### src/rtl/mem_access_unit.sv
// ============================================================================
// Module      : mem_access_unit
// Description : Load/store initiator between the MEM stage and a word-addressed
//               data memory. Sub-word stores are read-modify-write. Define
//               MAU_STATS_EN to add saturating load/store/error counters.
// Revision    : 1.0 - initial release
// ============================================================================
`default_nettype none

module mem_access_unit #(
    parameter int MEM_WORDS = 1024,
    parameter int STAT_W    = 16
) (
    input  logic              clk,
    input  logic              reset,
    input  logic              req_valid,
    output logic              req_ready,
    input  logic              req_write,
    input  logic [1:0]        req_size,
    input  logic              req_signed,
    input  logic [31:0]       req_addr,
    input  logic [31:0]       req_wdata,
    output logic              resp_valid,
    output logic              resp_err,
    output logic [31:0]       resp_rdata,
    output logic [31:0]       mem_address,
    output logic [31:0]       mem_data_in,
    output logic              mem_read,
    output logic              mem_write,
    input  logic [31:0]       mem_read_data
`ifdef MAU_STATS_EN
    ,
    output logic [STAT_W-1:0] stat_loads,
    output logic [STAT_W-1:0] stat_stores,
    output logic [STAT_W-1:0] stat_errors
`endif
);

    localparam logic [1:0]  c_st_idle  = 2'd0;
    localparam logic [1:0]  c_st_read  = 2'd1;
    localparam logic [1:0]  c_st_write = 2'd2;
    localparam logic [1:0]  c_st_resp  = 2'd3;
    localparam logic [32:0] c_addr_limit = 33'(MEM_WORDS) * 33'd4;

    logic [1:0]  r_state;
    logic [31:0] r_addr;
    logic [1:0]  r_size;
    logic        r_signed;
    logic        r_write;
    logic [31:0] r_wdata;
    logic        r_err;
    logic        r_req_ready;
    logic        r_resp_valid;
    logic        r_resp_err;
    logic [31:0] r_resp_rdata;
    logic [31:0] r_mem_address;
    logic [31:0] r_mem_data_in;
    logic        r_mem_read;
    logic        r_mem_write;

    logic        w_req_err;
    logic [7:0]  w_byte;
    logic [15:0] w_half;
    logic [31:0] w_load_data;
    logic [31:0] w_merged;

    assign w_req_err = (req_size == 2'b11)
                     | ((req_size == 2'b01) & req_addr[0])
                     | ((req_size == 2'b10) & (req_addr[1:0] != 2'b00))
                     | ({1'b0, req_addr} >= c_addr_limit);

    // Lane selection uses the latched address; memory returns the whole word.
    assign w_byte = mem_read_data[{r_addr[1:0], 3'b000} +: 8];
    assign w_half = mem_read_data[{r_addr[1], 4'b0000} +: 16];

    always_comb begin
        w_load_data = mem_read_data;
        w_merged    = mem_read_data;
        case (r_size)
            2'b00: begin
                w_load_data = {{24{r_signed & w_byte[7]}}, w_byte};
                w_merged[{r_addr[1:0], 3'b000} +: 8] = r_wdata[7:0];
            end
            2'b01: begin
                w_load_data = {{16{r_signed & w_half[15]}}, w_half};
                w_merged[{r_addr[1], 4'b0000} +: 16] = r_wdata[15:0];
            end
            default: ;
        endcase
    end

    always_ff @(posedge clk or posedge reset) begin
        if (reset) begin
            r_state       <= c_st_idle;
            r_addr        <= '0;
            r_size        <= '0;
            r_signed      <= 1'b0;
            r_write       <= 1'b0;
            r_wdata       <= '0;
            r_err         <= 1'b0;
            r_req_ready   <= 1'b1;
            r_resp_valid  <= 1'b0;
            r_resp_err    <= 1'b0;
            r_resp_rdata  <= '0;
            r_mem_address <= '0;
            r_mem_data_in <= '0;
            r_mem_read    <= 1'b0;
            r_mem_write   <= 1'b0;
        end else begin
            case (r_state)
                c_st_idle: begin
                    if (req_valid) begin
                        r_addr        <= req_addr;
                        r_size        <= req_size;
                        r_signed      <= req_signed;
                        r_write       <= req_write;
                        r_wdata       <= req_wdata;
                        r_err         <= w_req_err;
                        r_req_ready   <= 1'b0;
                        r_mem_address <= {req_addr[31:2], 2'b00};
                        if (w_req_err) begin
                            r_state      <= c_st_resp;
                            r_resp_valid <= 1'b1;
                            r_resp_err   <= 1'b1;
                        end else if (req_write && (req_size == 2'b10)) begin
                            r_state       <= c_st_write;
                            r_mem_write   <= 1'b1;
                            r_mem_data_in <= req_wdata;
                        end else begin
                            r_state    <= c_st_read;
                            r_mem_read <= 1'b1;
                        end
                    end
                end
                c_st_read: begin
                    r_mem_read <= 1'b0;
                    if (r_write) begin
                        r_state       <= c_st_write;
                        r_mem_write   <= 1'b1;
                        r_mem_data_in <= w_merged;
                    end else begin
                        r_state      <= c_st_resp;
                        r_resp_valid <= 1'b1;
                        r_resp_rdata <= w_load_data;
                    end
                end
                c_st_write: begin
                    r_mem_write  <= 1'b0;
                    r_state      <= c_st_resp;
                    r_resp_valid <= 1'b1;
                end
                default: begin
                    r_state      <= c_st_idle;
                    r_resp_valid <= 1'b0;
                    r_resp_err   <= 1'b0;
                    r_resp_rdata <= '0;
                    r_req_ready  <= 1'b1;
                end
            endcase
        end
    end

    assign req_ready   = r_req_ready;
    assign resp_valid  = r_resp_valid;
    assign resp_err    = r_resp_err;
    assign resp_rdata  = r_resp_rdata;
    assign mem_address = r_mem_address;
    assign mem_data_in = r_mem_data_in;
    assign mem_read    = r_mem_read;
    assign mem_write   = r_mem_write;

`ifdef MAU_STATS_EN
    logic [STAT_W-1:0] r_stat_loads;
    logic [STAT_W-1:0] r_stat_stores;
    logic [STAT_W-1:0] r_stat_errors;

    // Counters saturate at all-ones instead of wrapping.
    always_ff @(posedge clk or posedge reset) begin
        if (reset) begin
            r_stat_loads  <= '0;
            r_stat_stores <= '0;
            r_stat_errors <= '0;
        end else if (r_state == c_st_resp) begin
            if (r_err) begin
                if (!(&r_stat_errors)) r_stat_errors <= r_stat_errors + 1'b1;
            end else if (r_write) begin
                if (!(&r_stat_stores)) r_stat_stores <= r_stat_stores + 1'b1;
            end else begin
                if (!(&r_stat_loads)) r_stat_loads <= r_stat_loads + 1'b1;
            end
        end
    end

    assign stat_loads  = r_stat_loads;
    assign stat_stores = r_stat_stores;
    assign stat_errors = r_stat_errors;
`endif

endmodule

`default_nettype wire
### config.mk
export PLATFORM = sky130hd
export DESIGN_NAME = mem_access_unit
export DESIGN_NICKNAME = d
export VERILOG_FILES = /design/src/rtl/mem_access_unit.sv
export SDC_FILE = /design/constraint.sdc
export NUM_CORES = 1
export LEC_CHECK = 0
export ABC_AREA = 1
export CAP_MARGIN = 10
export CORE_MARGIN = 2
export CORE_UTILIZATION = 30
export DETAILED_ROUTE_END_ITERATION = 8
export PLACE_DENSITY_LB_ADDON = 0.25
export SYNTH_ARGS = -nofsm -noshare
export SYNTH_HDL_FRONTEND = slang
export SYNTH_SLANG_ARGS = --single-unit
### constraint.sdc
create_clock -name clk -period 8.3 [get_ports clk]
set_input_delay 1.245 -clock clk [delete_from_list [all_inputs] [get_ports clk]]
set_output_delay 1.245 -clock clk [all_outputs]
set_load 0.03 [all_outputs]
==> results of run 1 <==
registers in the layout, indices dropped and copies added, names as in the netlist, 2 cells and up:
signal       count
mem_address     30
mem_data_in     32
r_addr           2
r_size           2
r_state          2
r_wdata         16
resp_rdata      32
critical path: cells and delay by family:
family	cells	cell delay, ns
AOI/OAI and AO/OA	1	0.40
and+or+nand+nor	7	1.69
buffers and inverters	1	0.44
cells in the mapped netlist (2+ instances only):
master	count	share of area [%]
nand2_1	469	24
dfrtp_1	122	41
inv_1	95	4.8
a21oi_1	73	4.9
o21ai_0	73	4.9
nor2_1	69	3.5
nand3_1	66	4.4
clkbuf_1	31	1.6
buf_2	22	1.5
nand4_1	14	1.2
nand2_2	10	0.84
or2_2	10	0.84
ha_1	9	1.5
o211ai_1	9	0.91
o21a_1	7	0.71
inv_2	4	0.20
o21ai_1	4	0.27
buf_4	3	0.30
o22ai_1	3	0.25
buf_1	2	0.10
clkinv_1	2	0.10
per-stage QoR:
stage / hold WS [ns] / utilization [%]
after floorplan: 0.471 / -
after global placement: 0.459 / 39.6
after detailed placement: 0.466 / 39.6
after CTS: 0.482 / 42.0
after global routing: 0.492 / 42.1
final: 0.475 / 42.1
worst paths after layout:
path / slack [ns] / endpoint / from
worst max-delay path: 4.81 / mem_data_in[10] / req_addr[26]
worst min-delay path: 0.47 / resp_rdata[27] / resp_rdata[27]
worst max register to register: 5.09 / mem_data_in[10] / r_state[1]
worst min register to register: 0.47 / resp_rdata[27] / resp_rdata[27]
max in group asynchronous: 5.70 / mem_data_in[26] / reset
min in group asynchronous: 1.38 / mem_address[6] / reset
logic make-up after synthesis:
| group | count (synthesis) | synth area share (%) |
|---|---|---|
| AND/OR/NAND/NOR | 642 | 35.1 |
| AO/OA/AOI/OAI | 175 | 12.6 |
| buffers and inverters | 161 | 8.98 |
| flip-flops | 123 | 41.5 |
| adder cells (fa/ha/maj) | 9 | 1.52 |
| multiplexers | 1 | 0.303 |
| other | 1 | 0.0505 |
power by group through the flow:
| stage | Sequential [W] | Clock, W | Combinational, W |
|---|---|---|---|
| after global placement | 0.00109 | 0 | 0.00254 |
| after floorplan | 0.00144 | 0 | 0.00130 |
| after detailed placement | 0.00108 | 0 | 0.00256 |
| after global routing | 0.00112 | 0.000778 | 0.00282 |
| after CTS | 0.00108 | 0.000754 | 0.00257 |
| final | 0.00108 | 0.000739 | 0.00257 |
layout make-up:
| type | instances | area, µm² | share of cell area, % |
|---|---|---|---|
| Sequential cell | 123 | 3080 | 30.1 |
| Tap cell | 324 | 405 | 3.96 |
| Clock inverter | 13 | 146 | 1.43 |
| Timing Repair Buffer | 210 | 2090 | 20.4 |
| Clock buffer | 18 | 439 | 4.29 |
| Multi-Input combinational cell | 829 | 3690 | 36.1 |
| Inverter | 101 | 382 | 3.73 |
metal layers:
metal	up-vias	GRT usage (%)	wire length, µm
li1	3848	-	-
met1	3552	27.4	11700
met2	312	32.0	12100
met3	47	5.73	2170
met4	2	7.83	787
met5	-	0	11
==> reports/metrics.cfg, run 1 <==
[place]
hpwlAfterDp_um=19600
placed_cells=1586
gp_congestion=0.903
dpl-instance-area_um2=9630
place_ws_ns=3.53
port_buffers=201

[power_and_ir_drop]
swShare_pct=49.9
seqPwrFrac_pct=24.6
p_sw_w=0.00219
power_density_nw_per_um2=429
pwr-share-comb_pct=58.5
ir_drop_mv=0.205
pwr-share-clk_pct=16.8
leakagePower_nw=5.06
p_int_w=0.00220
finalPower_w=0.00439

[synth]
ys_seq_area_share_pct=41.5
synth_cells=1112
synth_area_um2=7420
avgSynthCellArea_um2=6.68
synth.distinct_cells=36
synthArstFlopShare_pct=100
ys_warn_count=0
ys_seq_elements=123
synth-edff-count=0
synthFlopType=dfrtp_1

[sta]
fin_ws_ns=4.81
setup_viol=0
drv_slew=0
post-route-min-period_ns=3.49
min_period_over_period_pct=42.0
worst_pin_slew_ns=1.16
fin_setup_tns_ns=0
finClkSkew_ns=0.00945
slew_headroom_pct=22.7
max_clock_freq_mhz=287
hold_violations=0
grt_setup_unrepaired=false

[floorplan]
die_area_um2=26000
start_util_pct=30.5
die_y_um=161
core_um2=24300
fp-row-count=57
dieWidth_um=161
ioPinCount=204

[grt]
grt_max_degree=75
grt_overflow=0
grt_pass1_vias=7398
grt_first_pass_wirelength_um=41600
track_usage_pct=20.6
antenna_found_initial=2

[cells_and_area]
layout_commonest_cell=nand2_1
fin_area_um2=10200
antenna_cells=0
drive_gt1_share_pct=5.80
n_fill_cell=2617
area_growth_pct=37.8
final_cell_mix=468 x nand2_1, 201 x clkdlybuf4s50_1, 122 x dfrtp_1
finalNetCount=1394
fin_cells=1618

[clocking]
path_clk_slew_ns=0.06
cts_htree_levels=4
insertion_delay_ns=0.42
numCtsBuffers=17
postCtsSetupRepairBufs=0
cts.repair.resized=0
cts_tree=built
numClockSinks=123
cts_buffer_depth=2
cts_hold_buf=0
cts_root_buffer=clkbuf_16

[setup_path]
cp_max_fo=32
cpPeakStageDelay_ns=0.93
critical_path.cell_chain=clkdlybuf4s50_1, nor2_1, nand2_1, nor2_1, nand2_1, o21ai_0, nand3_1, nand2_1, nand2_1
reg2regPathDepth=9
cp.arrival_ns=3.79
crit_top_cell=nand2_1
timing.critical_path.to_type=flip-flop
start_kind=input port
setup.worst_path.class=input port to flip-flop
slowest_stage=nand3_1
cp.required_ns=8.60

[detailed_routing]
drt_pre_antenna_iters=8
drt-initial-drc-count=508
viasPerCell=4.80
drcViolationCount=0
wirelength_um=26700
ant_nets=0
routedWlPerCell_um=16.5
vias=7761

[status]
status=complete, no violations

[min_path]
hold_path_class=flip-flop to flip-flop
min_delay_path_depth=2

[run]
cap_violations=0

Note: power is estimated with default switching activity, not from simulation.
==> run 2, diff against run 1 <==
Clock period 8.3 ns to 3.7 ns, I/O delays scaled along.
==> reports/metrics.cfg, run 2 (synthesized netlist as in run 1, its figures left out) <==
[grt]
grt_overflow=0  ; unchanged
grt_max_degree=73  ; -2.7%
grt_pass1_vias=7355  ; -0.58%
track_usage_pct=20.9  ; +0.26 points
antenna_found_initial=2  ; unchanged
grt_first_pass_wirelength_um=42100  ; +1.2%

[clocking]
insertion_delay_ns=0.42  ; about the same
cts.repair.resized=0  ; unchanged
numClockSinks=123  ; unchanged
cts_root_buffer=clkbuf_16
numCtsBuffers=17  ; unchanged
postCtsSetupRepairBufs=0  ; unchanged
cts_hold_buf=0  ; unchanged
cts_buffer_depth=2  ; unchanged
cts_htree_levels=4  ; unchanged
path_clk_slew_ns=0.06  ; about the same
cts_tree=built

[sta]
slew_headroom_pct=36.9  ; +14 points
drv_slew=0  ; unchanged
min_period_over_period_pct=66.6
worst_pin_slew_ns=0.947  ; -0.209 ns
post-route-min-period_ns=2.46
finClkSkew_ns=0.00829  ; -0.00116 ns
hold_violations=0  ; unchanged
setup_viol=0  ; unchanged
fin_setup_tns_ns=0  ; unchanged
max_clock_freq_mhz=406
grt_setup_unrepaired=false

[status]
status=complete, no violations

[place]
placed_cells=1597  ; +0.69%
port_buffers=201  ; unchanged
gp_congestion=0.943  ; +4.5%
hpwlAfterDp_um=20100  ; +2.5%

[power_and_ir_drop]
power_density_nw_per_um2=968  ; +130%
ir_drop_mv=0.445  ; +120%
leakagePower_nw=5.12  ; +1.3%

[setup_path]
setup.worst_path.class=flip-flop to flip-flop
reg2regPathDepth=7  ; -2
cp_max_fo=47  ; +47%
start_kind=flip-flop
cp.required_ns=4.04  ; -4.56 ns
cp.arrival_ns=2.81  ; -0.98 ns
timing.critical_path.to_type=flip-flop

[detailed_routing]
vias=7753  ; -0.10%
drt_pre_antenna_iters=5  ; -3
ant_nets=0  ; unchanged
wirelength_um=27100  ; +1.4%
drt-initial-drc-count=643  ; +27%
routedWlPerCell_um=16.6  ; +0.70%
viasPerCell=4.76  ; -0.78%
drcViolationCount=0  ; unchanged

[floorplan]
dieWidth_um=161  ; unchanged
die_area_um2=26000  ; unchanged
core_um2=24300  ; unchanged
fp-row-count=57  ; unchanged
die_y_um=161  ; unchanged
ioPinCount=204  ; unchanged
start_util_pct=30.5  ; unchanged

[cells_and_area]
fin_cells=1629  ; +0.68%
drive_gt1_share_pct=6.44  ; +0.64 points
finalNetCount=1404  ; +0.72%
area_growth_pct=38.8
final_cell_mix=468 x nand2_1, 201 x clkdlybuf4s50_1, 122 x dfrtp_1
antenna_cells=0  ; unchanged
layout_commonest_cell=nand2_1

[run]
cap_violations=0  ; unchanged

[min_path]
hold_path_class=flip-flop to flip-flop
min_delay_path_depth=2  ; unchanged

==> run 2: final timing paths <==
path                            start              to  slack (ns)
max                        r_state[1]   resp_rdata[2]        1.24
min                         mem_write       mem_write        0.47
max reg2reg                r_state[1]   resp_rdata[2]        1.24
min reg2reg                 mem_write       mem_write        0.47
max in group asynchronous       reset  mem_data_in[1]        2.27
min in group asynchronous       reset  mem_address[6]        0.69
==> run 2: where the power goes <==
part / switching [W] / leakage, nW / internal (W) / total [W]
registers: 0.000462 / 1.56 / 0.00196 / 0.00243
clock network: 0.000641 / 0.296 / 0.00107 / 0.00171
logic: 0.00382 / 3.26 / 0.00201 / 0.00584
total: 0.00493 / 5.12 / 0.00505 / 0.00997
==> run 2: worst max-delay path: stages, from the launching register on <==
cell	delay (ns)
dfrtp_1	0.42
inv_1	0.10
ha_1	0.17
buf_4	0.45
nand2_1	0.52
inv_2	0.38
o21ai_0	0.15
o21ai_0	0.16
==> run 2: layout make-up <==
class                      count  area (µm²)
clock inverter                13         150
timing repair buffer         220        2150
tap                          324         405
clock buffer                  19         443
inverter                     101         383
multi-input combinational    829        3690
fill                        2549       14000
sequential                   123        3080
==> run 2: layer usage <==
layer	GRT usage (%)	part of all wire (%)	up-vias
li1	-	-	3861
met1	27.7	44	3553
met2	32.6	45	302
met3	7.29	8.5	33
met4	5.36	1.8	4
met5	0	0.089	-
==> run 2: stage by stage <==
| stage | worst slack [ns] | area, µm² | power [W] | hold slack [ns] | utilization [%] |
|---|---|---|---|---|---|
| 6_report | 1.24 | 10300 | 0.00997 | 0.474 | 42.4 |
| 5_1_grt | 0.962 | 10300 | 0.0107 | 0.494 | 42.4 |
| 4_1_cts | 1.24 | 10300 | 0.0100 | 0.477 | 42.4 |
| 3_5_place_dp | 1.22 | 9710 | 0.00827 | 0.462 | 39.9 |
| 3_3_place_gp | 1.23 | 9710 | 0.00822 | 0.462 | 39.9 |
| 2_1_floorplan | 1.44 | 7430 | 0.00616 | 0.471 | - |
